[config.mk]
export PLATFORM = sky130hd
export DESIGN_NAME = wb_port_arbiter
export DESIGN_NICKNAME = d
export VERILOG_FILES = /design/src/rtl/wb_port_arbiter.sv
export SDC_FILE = /design/constraint.sdc
export NUM_CORES = 1
export LEC_CHECK = 0
export ABC_AREA = 1
export BUFFER_PORTS_ARGS = -buffer_cell sky130_fd_sc_hd__buf_2
export CORE_MARGIN = 2
export CORE_UTILIZATION = 40
export CTS_CLUSTER_DIAMETER = 200
export DETAILED_ROUTE_END_ITERATION = 10
export PLACE_DENSITY = 0.66
export SYNTH_ARGS = -nofsm -noshare
export SYNTH_HDL_FRONTEND = slang
export SYNTH_SLANG_ARGS = --single-unit
[constraint.sdc]
create_clock -name clk_i -period 5 [get_ports clk_i]
set_input_delay 0.5 -clock clk_i [delete_from_list [all_inputs] [get_ports clk_i]]
set_output_delay 0.5 -clock clk_i [all_outputs]
set_load 0.05 [all_outputs]
[src/rtl/wb_port_arbiter.sv]
// wb_port_arbiter: round-robin arbiter that shares one scoreboard writeback
// port between NR_REQ functional-unit result streams. Each requester owns a
// one-entry holding buffer; one buffered result is granted per cycle.
// Optional feature macro: WB_ARB_PERF_EN (saturating arbitration-conflict counter).
module wb_port_arbiter #(
    parameter int NR_REQ        = 3,
    parameter int TRANS_ID_BITS = 3,
    parameter int XLEN          = 64
) (
    input  logic                                clk_i,
    input  logic                                rst_i,
    input  logic                                flush_i,
    input  logic [NR_REQ-1:0]                   req_valid_i,
    output logic [NR_REQ-1:0]                   req_ready_o,
    input  logic [NR_REQ-1:0][TRANS_ID_BITS-1:0] req_trans_id_i,
    input  logic [NR_REQ-1:0][XLEN-1:0]         req_data_i,
    input  logic [NR_REQ-1:0]                   req_ex_valid_i,
    output logic                                wb_valid_o,
    output logic [TRANS_ID_BITS-1:0]            wb_trans_id_o,
    output logic [XLEN-1:0]                     wb_data_o,
    output logic                                wb_ex_valid_o,
    output logic [NR_REQ-1:0]                   wb_grant_o,
    output logic [31:0]                         conflict_cnt_o
);

    localparam int PTR_W = (NR_REQ > 1) ? $clog2(NR_REQ) : 1;

    // Holding buffers and round-robin pointer
    logic [NR_REQ-1:0]                    r_buf_valid;
    logic [NR_REQ-1:0][TRANS_ID_BITS-1:0] r_buf_id;
    logic [NR_REQ-1:0][XLEN-1:0]          r_buf_data;
    logic [NR_REQ-1:0]                    r_buf_ex;
    logic [PTR_W-1:0]                     r_rr;

    logic [NR_REQ-1:0] w_grant;
    logic [NR_REQ-1:0] w_accept;
    logic [NR_REQ-1:0] w_ready;
    logic [PTR_W-1:0]  w_grant_idx;
    logic              w_any_grant;

    // Round-robin search starting at r_rr; a flush suppresses any grant
    always_comb begin
        int idx;
        w_grant     = '0;
        w_grant_idx = '0;
        w_any_grant = 1'b0;
        idx         = 0;
        if (!flush_i) begin
            for (int k = 0; k < NR_REQ; k++) begin
                idx = int'(r_rr) + k;
                if (idx >= NR_REQ) begin
                    idx = idx - NR_REQ;
                end
                if (!w_any_grant && r_buf_valid[idx]) begin
                    w_any_grant      = 1'b1;
                    w_grant[idx]     = 1'b1;
                    w_grant_idx      = PTR_W'(idx);
                end
            end
        end
    end

    // A buffer can take a new result when empty or being drained this cycle
    always_comb begin
        w_ready = '0;
        if (!rst_i && !flush_i) begin
            w_ready = ~r_buf_valid | w_grant;
        end
        w_accept = req_valid_i & w_ready;
    end

    assign req_ready_o = w_ready;
    assign wb_valid_o  = (|r_buf_valid) & ~flush_i;
    assign wb_grant_o  = w_grant;

    // AND-OR mux of the granted buffer; all-zero when nothing is granted
    always_comb begin
        wb_trans_id_o = '0;
        wb_data_o     = '0;
        wb_ex_valid_o = 1'b0;
        for (int i = 0; i < NR_REQ; i++) begin
            if (w_grant[i]) begin
                wb_trans_id_o = wb_trans_id_o | r_buf_id[i];
                wb_data_o     = wb_data_o | r_buf_data[i];
                wb_ex_valid_o = wb_ex_valid_o | r_buf_ex[i];
            end
        end
    end

    // Control state: buffer occupancy and pointer; reset and flush drop everything
    always_ff @(posedge clk_i) begin
        if (rst_i) begin
            r_buf_valid <= '0;
            r_rr        <= '0;
        end else if (flush_i) begin
            r_buf_valid <= '0;
        end else begin
            r_buf_valid <= (r_buf_valid & ~w_grant) | w_accept;
            if (w_any_grant) begin
                r_rr <= (w_grant_idx == PTR_W'(NR_REQ - 1)) ? '0 : w_grant_idx + PTR_W'(1);
            end
        end
    end

    // Payload capture; qualified by occupancy so it needs no reset
    always_ff @(posedge clk_i) begin
        for (int i = 0; i < NR_REQ; i++) begin
            if (w_accept[i]) begin
                r_buf_id[i]   <= req_trans_id_i[i];
                r_buf_data[i] <= req_data_i[i];
                r_buf_ex[i]   <= req_ex_valid_i[i];
            end
        end
    end

`ifdef WB_ARB_PERF_EN
    logic [31:0] r_conflict_cnt;
    logic        w_conflict;

    assign w_conflict = ($countones(r_buf_valid) > 1) && !flush_i;

    // Saturating count of cycles with two or more results competing
    always_ff @(posedge clk_i) begin
        if (rst_i) begin
            r_conflict_cnt <= '0;
        end else if (w_conflict && (r_conflict_cnt != 32'hFFFF_FFFF)) begin
            r_conflict_cnt <= r_conflict_cnt + 32'd1;
        end
    end

    assign conflict_cnt_o = r_conflict_cnt;
`else
    assign conflict_cnt_o = 32'd0;
`endif

endmodule

# After elaboration in Yosys (flattened, before gate mapping)
# Cells that the tools add are included.
[classes] n_shift=0 add_sub_neg=6 eq_ne=1 multipliers=0 magnitude_cmp=9 n_bitwise=16 mux=48 n_div=0 n_reduce_logical=13
[op_table] operator="2-to-1 mux 32 bit" n=6
[op_table] operator="2-to-1 mux 64 bit" n=3
[op_table] operator="bitwise OR 64 bit" n=2
[op_table] operator=">= comparator 32 x 1 -> 1 bit (second input constant)" n=3
[op_table] operator="< comparator 32 x 4 -> 1 bit (second input constant)" n=3
[op_table] operator="2-to-1 mux 3 bit" n=10
[op_table] operator="2-to-1 mux 1 bit" n=18
[op_table] operator="bitwise OR 3 bit" n=6
[op_table] operator="2-to-1 mux 2 bit" n=5
[op_table] operator="subtractor 3 x 2 -> 4 bit (second input constant)" n=2
[op_table] operator="bitwise AND 3 bit" n=2
[op_table] operator="binary-select mux 1 bit (select 2 bit)" n=3
[op_table] operator="demux 1 bit (select 2 bit)" n=3
[op_table] operator=">= comparator 3 x 2 -> 1 bit (second input constant)" n=2
[op_table] operator="logical AND 1 bit" n=6
[op_table] operator="NOT 3 bit" n=2
[op_table] operator="zero test 1 bit" n=4
[op_table] operator="adder 2 x 1 -> 3 bit (second input constant)" n=1
[op_table] operator="adder 2 x 2 -> 3 bit (second input constant)" n=1
[op_table] operator="OR reduction 3 bit" n=1
[op_table] operator="subtractor 2 x 2 -> 3 bit (second input constant)" n=1
[op_table] operator="adder 2 x 1 -> 2 bit (second input constant)" n=1
[op_table] operator="== test 2 bit (second input constant)" n=1
[op_table] operator=">= comparator 2 bit (second input constant)" n=1
[op_table] operator="5 further kinds" n=6
[word_totals] word_cells=104 ramBits=0 n_memories=0 in_bits=210 reg_bits=209 latchBits=0 romBits=0 out_inout_bits=107

# Longest topological paths before layout
# Gate-level depths: netlist (run 1).
[logic_depth] word_depth=21 depth_mapped=16 mapped_depth_nobuf=14

# Worst setup path after synthesis (run 1)
# No wires, ideal clock.
[synth_path] path_type="flip-flop to flip-flop" startpoint="register r_rr[0]" endpoint="register r_buf_data[128] (netlist bit) (enable)" t_required_ps=4506 n_path_buf=1 t_arrival_ps=4531 path_slack_ps=-25 period_less_slack_ps=5025 path_stages_with_launch=16 setup_time_ps=494 path_cell_list="dfxtp_1 > inv_1 > ha_1 > inv_2 > nand2_1 > nand3_1 > nand2_2 > nand2_2 > nand2_2 > o21ai_2 > nand2_2 > buf_6 > nand2_2 > nand2_1 > nand2_1 > nor2_1"
[synth_between] elab_chain_len=19 word_cells_on_any_way=57 classes_between="add/sub (5); order compare (9); mux (32); bitwise (4); reduce/logical (7)"
[synth_rtl] element="start: declaration" line_no="33" text="logic [PTR_W-1:0] r_rr;"
[synth_rtl] element="start signal: assignment" line_no="100" text="r_rr <= (w_grant_idx == PTR_W'(NR_REQ - 1)) ? '0 : w_grant_idx + PTR_W'(1);"
[synth_rtl] element="parallel branches: the longest is 14 deep, another holds >= comparator 32 x 1 -> 1 bit"
[synth_rtl] element="2-to-1 mux 3 bit (*)" line_no="54" text="if (!w_any_grant && r_buf_valid[idx]) begin"
[synth_rtl] element="2-to-1 mux 3 bit (*)" line_no="48" text="if (!flush_i) begin"
[synth_rtl] element="bitwise OR 3 bit (*)" line_no="67" text="w_ready = ~r_buf_valid | w_grant;"
[synth_rtl] element="2-to-1 mux 3 bit (*)" line_no="66" text="if (!rst_i && !flush_i) begin"
[synth_rtl] element="bitwise AND 3 bit (*)" line_no="69" text="w_accept = req_valid_i & w_ready;"
[synth_rtl] element="named net w_accept[2]" line_no="36" text="logic [NR_REQ-1:0] w_accept;"
[synth_rtl] element="end signal: indexed assignment" line_no="110" text="r_buf_data[i] <= req_data_i[i];"
[synth_rtl] element="end: declaration" line_no="31" text="logic [NR_REQ-1:0][XLEN-1:0] r_buf_data;"
# Mark *: on every way through the listed nets, which the timed path passes. The select of a mux whose other input is x is not followed.
# A chain may end at the register's enable or synchronous reset.

# Final worst setup path (run 1)
[layout_path] startpoint="register r_rr[0]" endpoint="output port wb_data_o[54]"
[layout_between] elab_chain_len=21 word_cells_on_any_way=59 classes_between="add/sub (5); order compare (9); mux (34); bitwise (4); reduce/logical (7)"
[layout_rtl] element="parallel branches: the longest is 14 deep, another holds >= comparator 32 x 1 -> 1 bit"
[layout_rtl] element="2-to-1 mux 3 bit (*)" line_no="54"
[layout_rtl] element="2-to-1 mux 3 bit (*)" line_no="48"
[layout_rtl] element="2-to-1 mux 64 bit" line_no="82" text="if (w_grant[i]) begin"
[layout_rtl] element="bitwise OR 64 bit" line_no="84" text="wb_data_o = wb_data_o | r_buf_data[i];"
[layout_rtl] element="2-to-1 mux 64 bit" line_no="82"
[layout_rtl] element="bitwise OR 64 bit" line_no="84"
[layout_rtl] element="2-to-1 mux 64 bit (*)" line_no="82"
[layout_rtl] element="end: declaration" line_no="20" text="output logic [XLEN-1:0] wb_data_o,"
# Mark *: on every way between the ends. The select of a mux whose other input is x is not followed.

==> flow_summary_export.csv, run 1 <==
group,metric,value,unit
run_status,status,"complete, no violations",
clocking,cts_tree,"done",
yosys,yosysMostFrequentCell,"edfxtp_1",
placement,place_area,10170,um^2
sta,min_period_over_period,78.51,%
critical_path,r2r-end,"r_buf_data[154]$_DFFE_PP_",
floorplan,start_util,40.79,%
floorplan,die_x,150.6,um
yosys,post-synth-top-area-fraction,71.21,%
critical_path,path_class,"reg -> out",
sta,finalSetupViolCount,0,
critical_path,reg2regPathDepth,15,
sta,fmax,0.2547,GHz
global_route,antenna_found_initial,3,
power,p_total,0.006120,W
critical_path,endpoint,"wb_data_o[54]",
yosys,yosys.cell_types.count,27,
global_route,grt_max_degree,69,
clocking,numCtsBuffers,23,
critical_path,crit_arrival,3.43,ns
final_layout,drive_above_1_share,40.78,%
min_path,min_path_type,"in -> reg",
critical_path,worstReg2RegStart,"r_rr[0]$_SDFFE_PP0P_",
critical_path,end_kind,"output port",
critical_path,cp_max_fo,40,
drt,avgViaCountPerCell,4.738,
critical_path,r2r_slack,1.78,ns
clocking,numClockSinks,209,
critical_path,cp.required,4.50,ns
yosys,syn_area,8602,um^2
clocking,clock_latency,0.51,ns
global_route,track_usage,18.05,%
global_route,grt_first_pass_wirelength,31.18,mm
yosys,yosys_warnings,0,
yosys,synthArstFlopShare,0,%
final_layout,fin_nets,1142,
job,drv_cap,0,
final_layout,fill_cells,1848,
critical_path,critPathLaunchType,"flip-flop",
sta,slew_viol_final,0,
sta,layout_setup_ws,1.074,ns
drt,vias,5794,
sta,fin_crit,3.926,ns
clocking,htreeDepth,1,
clocking,ctsResizeCount,0,
yosys,synthTopCellsByCount,"204 x edfxtp_1, 138 x nand2_1, 129 x nand3_1, 32 x buf_4",
sta,rsz0062_at_grt,"false",
sta,timing.hold.ws,0.1631,ns
clocking,post_cts_buffers,0,
yosys,synthCells,639,
power,vdd.ir_drop.worst,0.4647,mV
yosys,synthFlopType,"edfxtp_1",
yosys,synth.avg_cell_area,13.46,um^2
drt,wire_per_inst,17.31,um
final_layout,syn_to_final_growth,26.02,%
drt,drt-pass1-iter-count,4,
yosys,synth_top_cell_by_area,"edfxtp_1",
global_route,grt_overflow,0,
drt,drt-total-wl,21.17,mm
floorplan,core-area,21090,um^2
critical_path,crit_path_start,"r_rr[0]$_SDFFE_PP0P_",
clocking,holdBufCountCts,0,
placement,post-place-ws,1.575,ns
sta,final_hold_viol_count,0,
drt,drc,0,
yosys,synth_area_leaders,"edfxtp_1 71%, nand3_1 7.5%, nand2_1 6.0%, buf_4 2.8%, nand2_4 2.7%",
sta,relSlewSlack,30.93,%
power,leakage,4.701,nW
placement,place.gp.congestion,0.8778,
floorplan,rows,53,
clocking,cts_root_buf,"clkbuf_16",
sta,tns,0,ns
drt,drt_iter0_drc,248,
placement,io_buffers,284,
sta,worstMarginPinSlew,1.036,ns
yosys,synth-edff-count,204,
global_route,grt_pass1_vias,5873,
floorplan,num_io_pins,317,
power,p_per_area,564.6,nW/um^2
floorplan,die_y,150.6,um
yosys,yosysSeqAreaShare,72.38,%
drt,final_antenna_net_count,0,
clocking,cts_buffer_depth,3,
placement,place_hpwl,14.13,mm
sta,finClkSkew,0.01267,ns
clocking,clk_pin_slew,0.06,ns
final_layout,final_area,10840,um^2
floorplan,die_area,22690,um^2
yosys,ys_seq_elements,209,
[metrics by stage]
stage / util (%) / instances
2_1_floorplan: - / 670
3_3_place_gp: 48.24 / 1178
3_5_place_dp: 48.24 / 1178
4_1_cts: 51.36 / 1219
5_1_grt: 51.37 / 1220
6_report: 51.41 / 1223
[sequential cells by signal (all words and copies together) (netlist names)]
| signal | flops |
|---|---|
| r_buf_id | 9 |
| r_buf_valid | 3 |
| r_buf_ex | 3 |
| r_buf_data | 192 |
| r_rr | 2 |
[critical path, cell delays in order, from the launching register on]
cell	delay [ns]
dfxtp_1	0.38
inv_1	0.08
ha_1	0.43
inv_2	0.09
nand3_1	0.09
nand3_1	0.14
nand4_1	0.16
nand2_2	0.07
nand2_2	0.06
clkinv_2	0.54
buf_12	0.43
nand2_1	0.09
nand3_1	0.10
buf_2	0.23
[where the power goes]
group / total [W] / switching, W / internal [W]
Sequential: 0.00202 / 0.0000222 / 0.00200
Clock: 0.00149 / 0.000653 / 0.000835
Combinational: 0.00261 / 0.00204 / 0.000575
[layout make-up]
cell class | count | area (um^2) | share of cell area, %
antenna | 4 | 10.01 | 0.09234
clock buffer | 25 | 583.1 | 5.379
clock inverter | 16 | 75.07 | 0.6925
inverter | 26 | 101.3 | 0.9349
multi-input combinational | 374 | 1979 | 18.26
sequential | 209 | 6226 | 57.43
tap | 275 | 344.1 | 3.174
timing repair buffer | 294 | 1521 | 14.04
[cells by family (layout without fill, tap and decap cells)]
family / after synthesis / count (layout) / share of synthesized area (%)
other: 1 / 36 / 0.04359
AOI/OAI and AO/OA: 10 / 10 / 0.6837
DFF: 209 / 209 / 72.38
buffers and inverters: 87 / 361 / 6.225
and+or+nand+nor: 328 / 328 / 20.09
adders and majority gates: 4 / 4 / 0.5818
[per-layer routing]
layer	GRT usage, %	vias up	part of all wire, %
met5	0	-	0.061
met4	6.075	2	2.9
met3	4.697	39	8.1
met2	32.16	254	51
met1	21.16	2719	38
li1	-	2780	-
[cells in the final DEF (no fill, tap or decap), types with 3 or more instances in the layout]
master	instances
nand2_2	10
nand3_1	129
inv_1	19
a21oi_1	5
buf_4	8
diode_2	4
dfxtp_1	5
nand2_1	138
nand2_4	21
clkbuf_16	23
ha_1	4
nor2_4	3
nand3_2	21
inv_2	4
edfxtp_1	204
conb_1	32
nand4_1	3
clkinv_1	13
buf_2	284
[worst min-delay path by stage]
stage	start	to	cells past startpoint
2_1_floorplan	r_rr[1]$_SDFFE_PP0P_	r_rr[1]$_SDFFE_PP0P_	2
3_3_place_gp	r_rr[0]$_SDFFE_PP0P_	r_rr[0]$_SDFFE_PP0P_	2
3_5_place_dp	r_rr[1]$_SDFFE_PP0P_	r_rr[1]$_SDFFE_PP0P_	2
4_1_cts	req_data_i[78]	r_buf_data[78]$_DFFE_PP_	1
5_1_grt	req_data_i[64]	r_buf_data[64]$_DFFE_PP_	1
6_report	req_data_i[0]	r_buf_data[0]$_DFFE_PP_	1
(Power assumes the default switching activity.)
==> inputs of run 2 (changes only) <==
- PLACE_DENSITY: 0.66 -> 0.63
- clock period: 5 -> 3.65 ns (I/O delays scaled with it)
==> run 2 against run 1 <==
Compared with the run above:
- largest power group unchanged
- worst hold slack worse by 0.14 ns
- sequential power grew 37%
- clock-buffer cell count grew 6
==> flow_summary_export.csv, run 2 (synthesized netlist as in run 1, its figures left out) <==
group,metric,value,unit
critical_path,r2r_slack,0.72,ns
placement,place_hpwl,14.52,mm
sta,worstMarginPinSlew,0.7618,ns
floorplan,die_x,150.6,um
power,leakage,5.210,nW
clocking,numClockSinks,209,
sta,relSlewSlack,49.22,%
drt,wire_per_inst,17.92,um
final_layout,post-route-util,57.16,%
final_layout,most-common-layout-cells,"284 x buf_2, 204 x edfxtp_1, 138 x nand2_1",
clocking,cts_buffer_depth,3,
floorplan,die_y,150.6,um
sta,finalSetupViolCount,0,
final_layout,largest-register,"r_buf_data",
clocking,htreeDepth,1,
sta,slew_viol_final,0,
clocking,clock_latency,0.53,ns
placement,io_buffers,284,
sta,fmax,0.2914,GHz
final_layout,fill_cells,1706,
sta,min_period_over_period,94.03,%
final_layout,drive_above_1_share,37.17,%
drt,drt_iter0_drc,371,
sta,timing.hold.ws,0.02142,ns
job,drv_cap,0,
sta,finClkSkew,0.02679,ns
critical_path,critPathLaunchType,"flip-flop",
drt,vias,6394,
run_status,status,"complete, no violations",
drt,drt-total-wl,23.80,mm
global_route,grt_max_degree,69,
clocking,cts_root_buf,"clkbuf_16",
global_route,antenna_found_initial,2,
floorplan,start_util,40.79,%
clocking,cts_tree,"done",
critical_path,crit_arrival,3.07,ns
final_layout,syn_to_final_growth,40.12,%
drt,drc,0,
sta,layout_setup_ws,0.2180,ns
floorplan,core-area,21090,um^2
min_path,min_path_type,"in -> reg",
power,p_total,0.008829,W
drt,avgViaCountPerCell,4.815,
critical_path,end_kind,"output port",
global_route,grt_overflow,0,
final_layout,largest_reg_flops,192,
sta,tns,0,ns
clocking,clk_pin_slew,0.06,ns
critical_path,cp.required,3.28,ns
final_layout,mostFrequentLayoutCell,"buf_2",
sta,final_hold_viol_count,0,
power,vdd.ir_drop.worst,0.6779,mV
placement,post-place-ws,0.5939,ns
critical_path,cp_max_fo,24,
floorplan,die_area,22690,um^2
final_layout,top_regs,"r_buf_data: 192 flops, r_buf_id: 9 flops",
floorplan,num_io_pins,317,
final_layout,fin_nets,1250,
critical_path,path_class,"reg -> out",
sta,fin_crit,3.432,ns
clocking,numCtsBuffers,23,
placement,place.gp.congestion,0.8931,
global_route,track_usage,20.05,%
power,p_per_area,732.5,nW/um^2
drt,drt-pass1-iter-count,5,
drt,final_antenna_net_count,0,
global_route,grt_first_pass_wirelength,34.49,mm
floorplan,rows,53,
global_route,grt_pass1_vias,6401,
-- run 2: cell count changes in the layout (fill, tap and decap cells not counted), sizes merged --
cell,delta
dlygate4sd3,+105
clkinv,-9
clkbuf,+6
diode,-3
buf,+3
bufinv,+3
-- run 2: path summary, 6_finish.rpt --
| kind | cells after the start | endpoint | from |
|---|---|---|---|
| setup / recovery | 16 | wb_data_o[49] | r_rr[0]$_SDFFE_PP0P_ |
| hold / removal | 1 | r_buf_id[7]$_DFFE_PP_ | req_trans_id_i[7] |
| setup reg to reg | 15 | r_buf_data[145]$_DFFE_PP_ | r_rr[0]$_SDFFE_PP0P_ |
| hold reg to reg | 2 | r_rr[1]$_SDFFE_PP0P_ | r_rr[1]$_SDFFE_PP0P_ |
-- run 2: final cells by class --
type                    count  area, um^2  share of cell area [%]
diodes                      1       2.502                 0.02076
repair buffers            402        2644                   21.94
multi-input cells         374        1979                   16.42
well taps                 275       344.1                   2.855
flip-flops and latches    209        6226                   51.66
inverters                  26       112.6                  0.9343
clock buffers              31       605.6                   5.024
clock inverters            10       138.9                   1.152
-- run 2: through the flow --
stage          cell area (um^2)  cells
6_report                  12050   1328
3_3_place_gp              10230   1181
4_1_cts                   11930   1317
5_1_grt                   12050   1328
3_5_place_dp              10230   1181
2_1_floorplan              8741    670
-- run 2: worst max-delay path, stage by stage (launching register included) --
cell,delay [ns]
dfxtp_1,0.38
inv_1,0.08
ha_1,0.42
inv_2,0.08
nand2_1,0.08
nand3_1,0.09
nand2_2,0.12
nand3_1,0.08
nand2_1,0.06
inv_1,0.04
nand2_2,0.05
nand2_2,0.07
inv_4,0.23
buf_12,0.26
nand2_1,0.12
nand3_1,0.11
buf_2,0.27
-- run 2: metal layers --
| layer | global-route usage, % | vias up | part of all wire [%] |
|---|---|---|---|
| met4 | 6.028 | 2 | 2.4 |
| met1 | 22.55 | 3037 | 37 |
| met5 | 0 | - | 0.029 |
| li1 | - | 3001 | - |
| met2 | 36.73 | 309 | 52 |
| met3 | 5.788 | 45 | 8.6 |
-- run 2: timing repair --
item	4_1_cts	5_1_grt
hold buffers	95	10
setup endpoints to repair	0	67
gates resized for setup	0	8
endpoints found under the hold margin	95	10
buffers inserted	0	0
-- run 2: power by group --
group          switching, W  internal (W)  leakage [nW]  total (W)
Clock              0.000918       0.00138         0.358    0.00230
Combinational       0.00286      0.000898          2.94    0.00376
Sequential        0.0000335       0.00274          1.91    0.00277
